--- config.mk ---
export PLATFORM = sky130hd
export DESIGN_NAME = hazard_scoreboard
export DESIGN_NICKNAME = d
export VERILOG_FILES = /design/src/rtl/hazard_scoreboard.sv
export SDC_FILE = /design/constraint.sdc
export NUM_CORES = 1
export LEC_CHECK = 0
export CORE_MARGIN = 2
export CORE_UTILIZATION = 51
export DETAILED_ROUTE_END_ITERATION = 10
export GPL_ROUTABILITY_DRIVEN = 0
export PLACE_DENSITY = 0.88
export SKIP_CTS_REPAIR_TIMING = 1
export SYNTH_ARGS = -nofsm -noshare
export SYNTH_HDL_FRONTEND = slang
export SYNTH_SLANG_ARGS = --single-unit
--- constraint.sdc ---
create_clock -name clk -period 5.2 [get_ports clk]
set_input_delay 1.56 -clock clk [delete_from_list [all_inputs] [get_ports clk]]
set_output_delay 1.56 -clock clk [all_outputs]
set_load 0.1 [all_outputs]
--- src/rtl/hazard_scoreboard.sv ---
// rtl/hazard_scoreboard.sv - decode-stage RAW hazard tracker with per-source forward select
// Tracks recent writers in a shift register, youngest in entry 0; stalls while a needed result is still in flight.
module hazard_scoreboard #(
  parameter int ADDR_W = 5,
  parameter int DEPTH  = 3,
  parameter int LAT_W  = 2,
  localparam int SEL_W = $clog2(DEPTH + 1)
) (
  input  logic              clk,
  input  logic              rst,
  input  logic              id_valid,
  input  logic [ADDR_W-1:0] id_rs,
  input  logic [ADDR_W-1:0] id_rt,
  input  logic              id_rs_en,
  input  logic              id_rt_en,
  input  logic [ADDR_W-1:0] id_wd,
  input  logic              id_we,
  input  logic [LAT_W-1:0]  id_lat,
  input  logic              flush,
  output logic              stall,
  output logic [SEL_W-1:0]  fwd_rs_sel,
  output logic [SEL_W-1:0]  fwd_rt_sel,
  output logic [15:0]       stall_cnt
);

  logic [DEPTH-1:0]             v_q, v_d;
  logic [DEPTH-1:0][ADDR_W-1:0] addr_q, addr_d;
  logic [DEPTH-1:0][LAT_W-1:0]  cnt_q, cnt_d;
  logic [15:0]                  stall_cnt_q, stall_cnt_d;

  logic             rs_stall, rt_stall;
  logic [SEL_W-1:0] rs_sel, rt_sel;
  logic             ins_v;

  // Walk oldest to youngest so the youngest match overrides everything older.
  always_comb begin
    rs_stall = 1'b0;
    rt_stall = 1'b0;
    rs_sel   = '0;
    rt_sel   = '0;
    for (int i = DEPTH - 1; i >= 0; i--) begin
      if (id_rs_en && (id_rs != '0) && v_q[i] && (addr_q[i] == id_rs)) begin
        rs_stall = (cnt_q[i] != '0);
        rs_sel   = SEL_W'(i + 1);
      end
      if (id_rt_en && (id_rt != '0) && v_q[i] && (addr_q[i] == id_rt)) begin
        rt_stall = (cnt_q[i] != '0);
        rt_sel   = SEL_W'(i + 1);
      end
    end
  end

  assign stall = ~rst & id_valid & ~flush & (rs_stall | rt_stall);

  // A source whose youngest match is not yet ready never forwards, even when flush masks the stall.
  assign fwd_rs_sel = (~rst & id_valid & ~stall & ~rs_stall) ? rs_sel : '0;
  assign fwd_rt_sel = (~rst & id_valid & ~stall & ~rt_stall) ? rt_sel : '0;

  assign ins_v = id_valid & id_we & (id_wd != '0) & ~stall & ~flush;

  always_comb begin
    v_d    = '0;
    addr_d = '0;
    cnt_d  = '0;
    v_d[0]    = ins_v;
    addr_d[0] = ins_v ? id_wd : '0;
    cnt_d[0]  = ins_v ? id_lat : '0;
    for (int i = 1; i < DEPTH; i++) begin
      v_d[i]    = v_q[i-1] & ~flush;
      addr_d[i] = addr_q[i-1];
      cnt_d[i]  = (cnt_q[i-1] == '0) ? '0 : cnt_q[i-1] - LAT_W'(1);
    end
  end

  assign stall_cnt_d = (stall && (stall_cnt_q != 16'hFFFF)) ? stall_cnt_q + 16'd1 : stall_cnt_q;

  always_ff @(posedge clk or posedge rst) begin
    if (rst) begin
      v_q         <= '0;
      addr_q      <= '0;
      cnt_q       <= '0;
      stall_cnt_q <= '0;
    end else begin
      v_q         <= v_d;
      addr_q      <= addr_d;
      cnt_q       <= cnt_d;
      stall_cnt_q <= stall_cnt_d;
    end
  end

  assign stall_cnt = stall_cnt_q;

endmodule

After elaboration in Yosys (flattened, before gate mapping)
Index checks and enable logic that the tools add are counted.

operators by class
  multiplexer cells = 18
  add/subtract/negate cells = 3
  bitwise gates (word level) = 18
  reduce and logical (&&, ||, !) cells = 23
  equal/unequal tests = 7

operator list
  operator                 count
  $eq A5 B5 Y1             6
  $mux W2                  11
  $add A16 B1 Y16 const B  1
  $ne A16 B16 Y1 const B   1
  $logic_and A1 B1 Y1      15
  $reduce_bool A5 Y1       3
  $and A1 B1 Y1            12
  $mux W1                  6
  $reduce_bool A2 Y1       3
  $mux W5                  1
  $not A1 Y1               5
  $logic_not A2 Y1         2
  $sub A2 B1 Y2 const B    2
  $or A1 B1 Y1             1

storage, ports and cells
  bits of input ports = 24
  flip-flop bits (word level) = 40
  word-level logic and storage cells = 77

Logic depth before layout (Yosys ltp)
Gate-level depths: netlist of the first run.

  depth after elaboration = 13
  gate-level depth with buffers = 9

Least setup slack after synthesis of the first run
Ideal clock, no wire load.

  path type = input-to-output
  from = input port id_rs[0]
  to = output port fwd_rt_sel[1]
  cell stages on the path = 8
  buffers on the path = 1
  setup slack = -1.712 ns
  data arrival time = 5.352 ns
  data required time = 3.640 ns
  cells stage by stage = clkbuf_1 > xnor2_1 > nand4_1 > or3_2 > a311oi_4 > nor2_1 > a211oi_2 > nor3b_1

between the ends
  longest elaborated chain between the ends = 13
  elaborated cells on any way between the ends = 20

RTL lines
  element                            line  RTL
  from (decl)                        12    input logic [ADDR_W-1:0] id_rs,
  $reduce_bool A5 Y1                 42    if (id_rs_en && (id_rs != '0) && v_q[i] && (addr_q[i] == id_rs)) begin
  $logic_and A1 B1 Y1 (3 in series)  42
  $mux W1 (2 in series)              42
  $mux W1 (*)                        42
  $or A1 B1 Y1 (*)                   53    assign stall = ~rst & id_valid & ~flush & (rs_stall | rt_stall);
  $and A1 B1 Y1 (*)                  53
  $not A1 Y1 (*)                     57    assign fwd_rt_sel = (~rst & id_valid & ~stall & ~rt_stall) ? rt_sel : '0;
  $and A1 B1 Y1 (*) (2 in series)    57
  $mux W2 (*)                        57
  to (decl)                          22    output logic [SEL_W-1:0] fwd_rt_sel,

Every way passes the cells marked *; elsewhere a longest branch is shown, timed or not.

Worst setup path in the final report of the first run
  from = input port id_rs_en
  to = output port fwd_rt_sel[1]

between the ends
  longest elaborated chain between the ends = 12
  elaborated cells on any way between the ends = 16

RTL lines
  element                            line  RTL
  from (decl)                        14    input logic id_rs_en,
  $logic_and A1 B1 Y1 (*)            42
  $logic_and A1 B1 Y1 (2 in series)  42
  $mux W1 (2 in series)              42
  $mux W1 (*)                        42
  $or A1 B1 Y1 (*)                   53
  $and A1 B1 Y1 (*)                  53
  $not A1 Y1 (*)                     57
  $and A1 B1 Y1 (*) (2 in series)    57
  $mux W2 (*)                        57

Marks and branches as above.

==> out/summary.md, run 1 <==
Setup path
• highest net fanout along the worst path: 3
• CP Capture Type: output pin
• sort of element at the start of the critical path: input port
• Crit. Startpoint: id_rs_en
• worst reg2reg path depth: 9
• critical register-to-register path startpoint: addr_d[11]$_DFF_PP0_
• endpoint required time on the critical path: 3.64 ns
• Crit Path Category: in2out
• RR Endpoint: stall_cnt[12]$_DFFE_PP0P_
• flop-to-flop setup slack: 2.49 ns
• end of the critical path: fwd_rt_sel[1]
• endpoint arrival time on the critical path: 3.77 ns

Synthesis
• EDFF count, synth: 0
• multiplexer share of the synthesized area: 0.0103
• proportion of netlist area held by the largest area contributor: 0.458
• sequential-to-total area share from yosys stat: 0.458
• Post-Synth Adder-Cell Area: 0.00572
• Yosys warning count: 0
• net count of the mapped netlist: 219
• fraction of the mapped netlist area in compound gates: 0.0950
• Unique masters post-synth: 44
• area of the mapped netlist: 0.00219 mm^2
• cell type with the largest total area after synthesis: dfrtp_1
• top area cells in the synthesized netlist: dfrtp_1 (46%), xnor2_1 (15%), and2_1 (4.0%)
• asr flop ratio synth: 1.00
• xor/xnor cell area share of the yosys netlist: 0.176
• main combinational cell family by area after synthesis: simple AND/OR/NAND/NOR gates
• Post-Synthesis Mean Instance Area: 11.3 um^2
• gate count after technology mapping: 194
• flip-flop and latch count after synthesis: 40
• area share of and/or/nand/nor cells after synthesis: 0.237
• primary flip-flop cell chosen by synthesis mapping: dfrtp_1

Die
• ports placed on the boundary: 45
• area of the core: 0.00406 mm^2
• initial cell density of the core: 0.539
• width of the chip: 69.5 um
• total number of placement rows: 23
• height of the chip: 69.5 um
• die area: 0.00483 mm^2

Clock tree
• Clock Path Buffers: 2
• # H-tree levels: 2
• TritonCTS clock tree: yes
• Root Buffer Master: clkbuf_8
• clock-pin slew on the worst setup and hold paths: 0.07 ns
• clock buffer count from CTS: 5
• clock latency of the later-clocked register in the worst-skew pair: 0.30 ns
• Clock Sink Count: 40

Finish
• most frequent cells in the layout: dfrtp_1 (40), xnor2_1 (34), clkdlybuf4s50_1 (29), buf_4 (27), and2_1 (12)
• filler cell count: 234
• final core utilization: 0.783
• most common library cell in the layout ignoring fill and taps: dfrtp_1
• n_diodes: 0
• fraction of layout instances using a drive strength above 1: 0.292
• growth of design area from synthesis to finish: 45.3%
• total number of nets in the final design: 295

Placement
• half-perimeter wire length after placement: 4.37 mm
• Port Buf Inserts: 44

Hold path
• startpoint of the tightest hold check path: addr_d[5]$_DFF_PP0_
• Worst Hold Class: reg2reg

Route
• Post-route DRC: 0
• routed wirelength normalized by instance count: 18.8 um
• router iterations before antenna repair: 4
• Vias: 1872
• initial detailed-routing violation count: 151
• number of nets with antenna violations after detailed routing: 0
• via density per instance: 5.83
• total wire length: 6.03 mm

STA
• Min Clock Period, post-route: 5.33 ns
• count of endpoints failing hold in the final timing report: 0
• fmax: 187 MHz
• Max Clock Skew: 0.00609 ns
• Setup Viol. Count Final: 5
• Slew HR: 0.290
• setup slack after layout: -0.133 ns
• RSZ-0062 raised after global routing: yes
• final-report max-slew violation count: 0
• post-route fraction of the period consumed by the critical path: 1.03
• slew at the pin with the worst max-slew slack: 1.05 ns

GRT
• met1 usage: 0.317
• GR met2 Demand/Resource: 0.405
• GR Util All Layers: 0.244
• via count of the first global-routing pass: 1851
• GR peak layer: met2
• number of antenna violations at the first check in global routing: 0
• met3 Track Usage GR: 0.0567
• first-pass GRT wire length: 9.26 mm
• maximum number of pins on one net before global-route repair: 41
• aggregate global routing overflow: 0

Pwr
• Power Density: 193 mW/mm^2
• power after layout: 0.000613 W
• maximum resistive drop on vdd: 0.000217 V
• static power due to leakage: 1.41 nW

Run status
• violated checks: setup timing
• status: finished, violations left

Run
• # Max-Cap Violations: 0

-- cell usage after synthesis, types with 2 or more instances --
master / number
nor3b_1: 3
nor2_1: 8
a311oi_4: 2
xor2_1: 6
a31oi_1: 2
nand4_1: 8
nand2_1: 9
and2_1: 14
inv_1: 5
nand3_1: 10
nor2b_1: 5
and3_1: 5
mux2_1: 2
o2111ai_1: 2
dfrtp_1: 40
or4_4: 3
o21ai_0: 2
xnor2_1: 38
nand4_2: 2
nor3_1: 4
-- critical path, stage by stage --
cell and delay [ns]:
clkdlybuf4s50_1 0.54, nand4_1 0.18, or3_4 0.39, a311oi_4 0.27
nor2_2 0.10, a211oi_2 0.25, nor3b_4 0.27, buf_12 0.20
-- metal layers --
metal | wire, um | up-vias | part of all wire
li1 | - | 839 | -
met1 | 2460 | 937 | 0.41
met2 | 3110 | 74 | 0.52
met3 | 272 | 22 | 0.045
met4 | 193 | 0 | 0.032
met5 | 0 | - | 0
-- flip-flops by register name (all words and copies together), names as in the netlist --
signal / count
addr_d: 10
addr_q: 5
cnt_q: 6
stall_cnt: 16
v_q: 3
-- area by class of cell --
type | instances | area (um^2) | area share
multi-input combinational | 146 | 1290 | 0.406
inverter | 5 | 22.5 | 0.00709
tap | 50 | 62.6 | 0.0197
clock inverter | 1 | 8.76 | 0.00276
sequential | 40 | 1000 | 0.315
clock buffer | 7 | 76.3 | 0.0240
timing repair buffer | 72 | 717 | 0.226
-- worst min path at each step --
| stage | depth (start not counted) | to |
|---|---|---|
| after floorplan | 0 | addr_q[13]$_DFF_PP0_ |
| after global placement | 0 | addr_d[10]$_DFF_PP0_ |
| after detailed placement | 0 | addr_d[10]$_DFF_PP0_ |
| after CTS | 0 | addr_d[10]$_DFF_PP0_ |
| after global routing | 0 | addr_d[10]$_DFF_PP0_ |
| final | 0 | addr_d[10]$_DFF_PP0_ |
-- kinds of logic after synthesis --
kind of cell | count (synthesis)
muxes | 2
DFF | 40
buffers and inverters | 8
adders and majority gates | 1
and+or+nand+nor | 81
xor gates and xnor gates | 44
AOI/OAI and AO/OA | 18
-- report_power, final --
part	switching (W)	internal (W)
sequential	0.00000587	0.000315
combinational	0.0000435	0.0000436
clock	0.000108	0.0000958
-- per-stage QoR --
stage | setup TNS [ns] | hold slack (ns) | area, um^2 | instances | setup slack [ns]
detailed placement | -1.87 | 0.430 | 2960 | 311 | -0.412
floorplan | -0.442 | 0.410 | 2240 | 194 | -0.224
global placement | -1.35 | 0.426 | 2960 | 311 | -0.314
CTS | -1.90 | 0.447 | 3050 | 319 | -0.417
finish | -0.279 | 0.441 | 3180 | 321 | -0.133
global route | -0.639 | 0.469 | 3180 | 321 | -0.206
(Power assumes the default switching activity.)
==> run 2, diff against run 1 <==
TNS_END_PERCENT = 30   (was not set)
==> run 2 against run 1 <==
Against the previous run:
- the flow still finishes with violations (setup timing)
- flip-flop and latch count unchanged
- critical path depth grew 2
- non-clock buffer count is 5 lower
- wire length grew 1.7%
- clock-buffer cell count is 2 lower
- global-route usage increased by 1.8 points
- via count is 2.2% lower
- critical endpoint unchanged
- cell area decreased by 1.5%
- utilization is 1.2 points lower
- maximum frequency increased by 1.4%
- worst hold slack better by 0.017 ns
- die area unchanged
==> out/summary.md, run 2 (same netlist as run 1, synthesis figures left out) <==
STA
• Setup Viol. Count Final: 4
• post-route worst hold slack: 0.458 ns
• Max Clock Skew: 0.0158 ns
• Min Clock Period, post-route: 5.26 ns
• setup slack after layout: -0.0601 ns
• Slew HR: 0.197
• final-report max-slew violation count: 0
• RSZ-0062 raised after global routing: yes
• count of endpoints failing hold in the final timing report: 0
• slew at the pin with the worst max-slew slack: 1.19 ns
• fmax: 190 MHz
• post-route fraction of the period consumed by the critical path: 1.01

Finish
• fraction of layout instances using a drive strength above 1: 0.263
• most frequent cells in the layout: dfrtp_1 (40), xnor2_1 (34), clkdlybuf4s50_1 (28), buf_4 (23), and2_1 (13)
• growth of design area from synthesis to finish: 43.1%
• final cell count without fillers: 316
• n_diodes: 0
• most common library cell in the layout ignoring fill and taps: dfrtp_1
• final std cell area, no fill: 0.00313 mm^2
• flip-flop count of the largest register, all copies and words added: 16
• total number of nets in the final design: 290

Setup path
• worst reg2reg path depth: 9
• critical register-to-register path startpoint: addr_d[14]$_DFF_PP0_
• Crit Path Category: in2out
• sort of element at the start of the critical path: input port
• flop-to-flop setup slack: 2.54 ns
• RR Endpoint: stall_cnt[12]$_DFFE_PP0P_
• cell type of the slowest stage on the worst timing path: or4_4
• worst-path cell chain: dlymetal6s2s_1 -> buf_4 -> or4_4 -> o21ai_4 -> nor3_2 -> a311oi_4 -> nor2_2 -> a211oi_2 -> nor3b_4 -> buf_12
• endpoint required time on the critical path: 3.64 ns
• highest net fanout along the worst path: 4
• maximum cell stage delay along the critical path: 0.43 ns
• endpoint arrival time on the critical path: 3.70 ns
• CP Capture Type: output pin

Pwr
• static power due to leakage: 1.43 nW
• maximum resistive drop on vdd: 0.000193 V
• Power Density: 211 mW/mm^2

Route
• number of nets with antenna violations after detailed routing: 0
• initial detailed-routing violation count: 67
• via density per instance: 5.79
• Post-route DRC: 0
• Vias: 1830
• router iterations before antenna repair: 4
• total wire length: 6.13 mm
• routed wirelength normalized by instance count: 19.4 um

GRT
• via count of the first global-routing pass: 1950
• first-pass GRT wire length: 9.69 mm
• number of antenna violations at the first check in global routing: 0
• GR Util All Layers: 0.262
• aggregate global routing overflow: 0
• maximum number of pins on one net before global-route repair: 41

Placement
• half-perimeter wire length after placement: 4.25 mm
• Port Buf Inserts: 44
• cell count after placement: 308
• placed cell area: 0.00294 mm^2

Die
• die area: 0.00483 mm^2
• height of the chip: 69.5 um
• total number of placement rows: 23
• initial cell density of the core: 0.539
• area of the core: 0.00406 mm^2
• width of the chip: 69.5 um
• ports placed on the boundary: 45

Hold path
• Worst Hold Class: reg2reg
• startpoint of the tightest hold check path: addr_d[7]$_DFF_PP0_
• Worst Hold Path EP: addr_d[12]$_DFF_PP0_
• Worst Hold Depth: 0

Clock tree
• clock-pin slew on the worst setup and hold paths: 0.08 ns
• Root Buffer Master: clkbuf_8
• clock latency of the later-clocked register in the worst-skew pair: 0.31 ns
• clock buffer count from CTS: 5
• # H-tree levels: 2
• TritonCTS clock tree: yes
• Clock Sink Count: 40
• Clock Path Buffers: 2

Run status
• status: finished, violations left
• violated checks: setup timing

Run
• # Max-Cap Violations: 0

run 2: cell count changes in the layout (fill, tap and decap cells not counted), moves of 2 or more:
cell,change
buf_4,-4
dlymetal6s2s_1,+4
and2_4,-2
clkbuf_1,-2
clkbuf_2,-2
run 2: worst max-delay path, delay by kind of cell:
family                 cells  cell delay (ns)
AND/OR/NAND/NOR            4             0.86
AO/OA/AOI/OAI              3             0.77
buffers and inverters      3             0.50
run 2: power by group:
group          internal, W  switching [W]  leakage [nW]  total (W)
clock             0.000142       0.000115        0.0541   0.000257
sequential        0.000315     0.00000612         0.554   0.000321
combinational    0.0000406      0.0000412         0.818  0.0000818
run 2: worst max-delay path by stage:
stage	startpoint	to	cells past startpoint
global placement	id_rt[1]	fwd_rs_sel[1]	9
floorplan	id_rs[1]	fwd_rt_sel[1]	7
detailed placement	id_rt[1]	fwd_rs_sel[1]	9
global route	id_rt[4]	fwd_rt_sel[1]	10
finish	id_rt[4]	fwd_rt_sel[1]	10
CTS	id_rt[1]	fwd_rs_sel[1]	9
run 2: through the flow:
| stage | setup TNS, ns | setup WS (ns) | utilization | total power [W] |
|---|---|---|---|---|
| 2_1_floorplan | -0.588 | -0.224 | - | 0.000361 |
| 5_1_grt | -0.634 | -0.207 | 0.771 | 0.000679 |
| 3_5_place_dp | -1.74 | -0.408 | 0.724 | 0.000404 |
| 3_3_place_gp | -1.43 | -0.346 | 0.724 | 0.000401 |
| 6_report | -0.101 | -0.0601 | 0.771 | 0.000660 |
| 4_1_cts | -1.84 | -0.421 | 0.751 | 0.000661 |
run 2: layer usage:
metal / vias up / share of wire / GRT usage
met4: 0 / 0.033 / 0.146
li1: 826 / - / -
met5: - / 0 / 0
met1: 905 / 0.41 / 0.307
met2: 76 / 0.50 / 0.432
met3: 23 / 0.053 / 0.0756
run 2: final cells by class:
type	instances	area [um^2]
Clock buffer	5	68.8
Clock inverter	3	42.5
Fill cell	244	928
Inverter	5	18.8
Multi-Input combinational cell	146	1240
Sequential cell	40	1000
Tap cell	50	62.6
Timing Repair Buffer	67	691
==> run 3, diff against run 2 <==
CTS_CLUSTER_DIAMETER = 60   (was not set)
SKIP_CTS_REPAIR_TIMING = not set   (was 1)
==> run 3 against run 2 <==
Against the previous run:
- the run still ends with setup timing left
- sequential share of layout area shrank 0.47 points
- largest cell class unchanged
- combinational power increased by 8.8%
- sequential power barely moved
- clock-buffer cell count is the same
==> out/summary.md, run 3 (same netlist as run 1, synthesis figures left out) <==
Finish
• register cell area after layout: 0.00100 mm^2
• fraction of layout instances using a drive strength above 1: 0.315
• final std cell area, no fill: 0.00318 mm^2
• flip-flop count of the largest register, all copies and words added: 16
• n_diodes: 0
• total number of nets in the final design: 294
• most frequent cells in the layout: dfrtp_1 (40), xnor2_1 (31), clkdlybuf4s50_1 (28), buf_4 (23), and2_1 (13)
• area of the multi-input gates: 0.00130 mm^2
• filler cell count: 224
• growth of design area from synthesis to finish: 45.2%
• most common library cell in the layout ignoring fill and taps: dfrtp_1

Route
• Post-route DRC: 0
• total wire length: 6.52 mm
• initial detailed-routing violation count: 107
• number of nets with antenna violations after detailed routing: 0
• top layer reached by signal wires: met4
• Vias: 1875
• via density per instance: 5.86
• Met2 Routed Length: 3.33 mm
• router iterations before antenna repair: 4
• met3 routed WL: 482 um
• wire length the detailed router placed on met1: 2.46 mm
• routed wirelength normalized by instance count: 20.4 um

Die
• area of the core: 0.00406 mm^2
• initial cell density of the core: 0.539
• die area: 0.00483 mm^2
• ports placed on the boundary: 45
• width of the chip: 69.5 um
• total number of placement rows: 23
• height of the chip: 69.5 um

STA
• final-report max-slew violation count: 0
• RSZ-0062 raised after global routing: yes
• slew at the pin with the worst max-slew slack: 1.24 ns
• Setup Viol. Count Final: 1
• post-route fraction of the period consumed by the critical path: 1.01
• fmax: 191 MHz
• count of endpoints failing hold in the final timing report: 0
• Slew HR: 0.162
• setup slack after layout: -0.0422 ns
• Setup TNS Final: -0.0422 ns
• post-route worst hold slack: 0.455 ns
• Max Clock Skew: 0.0166 ns
• Min Clock Period, post-route: 5.24 ns

Pwr
• static power due to leakage: 1.39 nW
• maximum resistive drop on vdd: 0.000179 V
• Power Density: 212 mW/mm^2

Setup path
• endpoint arrival time on the critical path: 3.68 ns
• highest net fanout along the worst path: 4
• CP Capture Type: output pin
• Crit Path Category: in2out
• endpoint required time on the critical path: 3.64 ns
• sort of element at the start of the critical path: input port

Placement
• Port Buf Inserts: 44
• half-perimeter wire length after placement: 4.25 mm
• placed cell area: 0.00294 mm^2

Run
• # Max-Cap Violations: 0

Run status
• status: finished, violations left
• violated checks: setup timing

Clock tree
• TritonCTS clock tree: yes
• Root Buffer Master: clkbuf_8
• # H-tree levels: 2
• clock latency of the later-clocked register in the worst-skew pair: 0.31 ns
• clock-pin slew on the worst setup and hold paths: 0.09 ns
• Clock Sink Count: 40
• clock buffer count from CTS: 5
• Clock Path Buffers: 2

GRT
• maximum number of pins on one net before global-route repair: 41
• aggregate global routing overflow: 0
• number of antenna violations at the first check in global routing: 0
• via count of the first global-routing pass: 1972
• GR Util All Layers: 0.274
• first-pass GRT wire length: 10.1 mm

Hold path
• Worst Hold Class: reg2reg

==> run 3: cell type report <==
| type | instances | share of cell area |
|---|---|---|
| clock inverters | 3 | 0.0134 |
| repair buffers | 71 | 0.215 |
| flip-flops and latches | 40 | 0.315 |
| multi-input cells | 146 | 0.409 |
| inverters | 5 | 0.00591 |
| well taps | 50 | 0.0197 |
| clock buffers | 5 | 0.0217 |
==> run 3: metal layers <==
| layer | vias to the layer above | global-route usage |
|---|---|---|
| met3 | 27 | 0.0828 |
| li1 | 834 | - |
| met4 | 0 | 0.155 |
| met1 | 925 | 0.317 |
| met2 | 89 | 0.453 |
| met5 | - | 0 |
==> run 3: power breakdown <==
part	leakage, nW	internal, W	switching [W]
registers	0.554	0.000315	0.00000646
clock network	0.0541	0.000142	0.000119
logic	0.782	0.0000437	0.0000453
total	1.39	0.000501	0.000171
==> run 3: critical path: stages <==
cell      delay [ns]
clkbuf_2        0.16
xnor2_2         0.20
nand4_1         0.20
or3_4           0.46
a311oi_4        0.29
nor2_2          0.09
a211oi_2        0.25
nor3b_4         0.26
buf_12          0.20
==> run 3: timing repair <==
action | in CTS | in global routing
pin swaps | 18 | 18
buffers inserted | 3 | 1
hold buffers | 0 | 0
setup endpoints to repair | 5 | 5
gates resized for setup | 33 | 21
==> run 3: final timing paths <==
check | startpoint | slack (ns) | cells past startpoint | end
worst max-delay path | id_rs[4] | -0.04 | 9 | fwd_rt_sel[1]
worst min-delay path | addr_d[8]$_DFF_PP0_ | 0.45 | 0 | addr_d[13]$_DFF_PP0_
worst max register to register | addr_d[14]$_DFF_PP0_ | 2.48 | 9 | stall_cnt[12]$_DFFE_PP0P_
worst min register to register | addr_d[8]$_DFF_PP0_ | 0.45 | 0 | addr_d[13]$_DFF_PP0_
max in group asynchronous | rst | 3.09 | 3 | cnt_q[4]$_DFF_PP0_
min in group asynchronous | rst | 1.74 | 3 | addr_d[11]$_DFF_PP0_
==> run 3: metrics by stage <==
stage	setup WS, ns	power [W]	utilization	cells
after global routing	-0.121	0.000690	0.783	320
after global placement	-0.346	0.000401	0.724	308
final	-0.0422	0.000672	0.783	320
after CTS	-0.0407	0.000664	0.771	319
after detailed placement	-0.408	0.000404	0.724	308
after floorplan	-0.224	0.000361	-	194
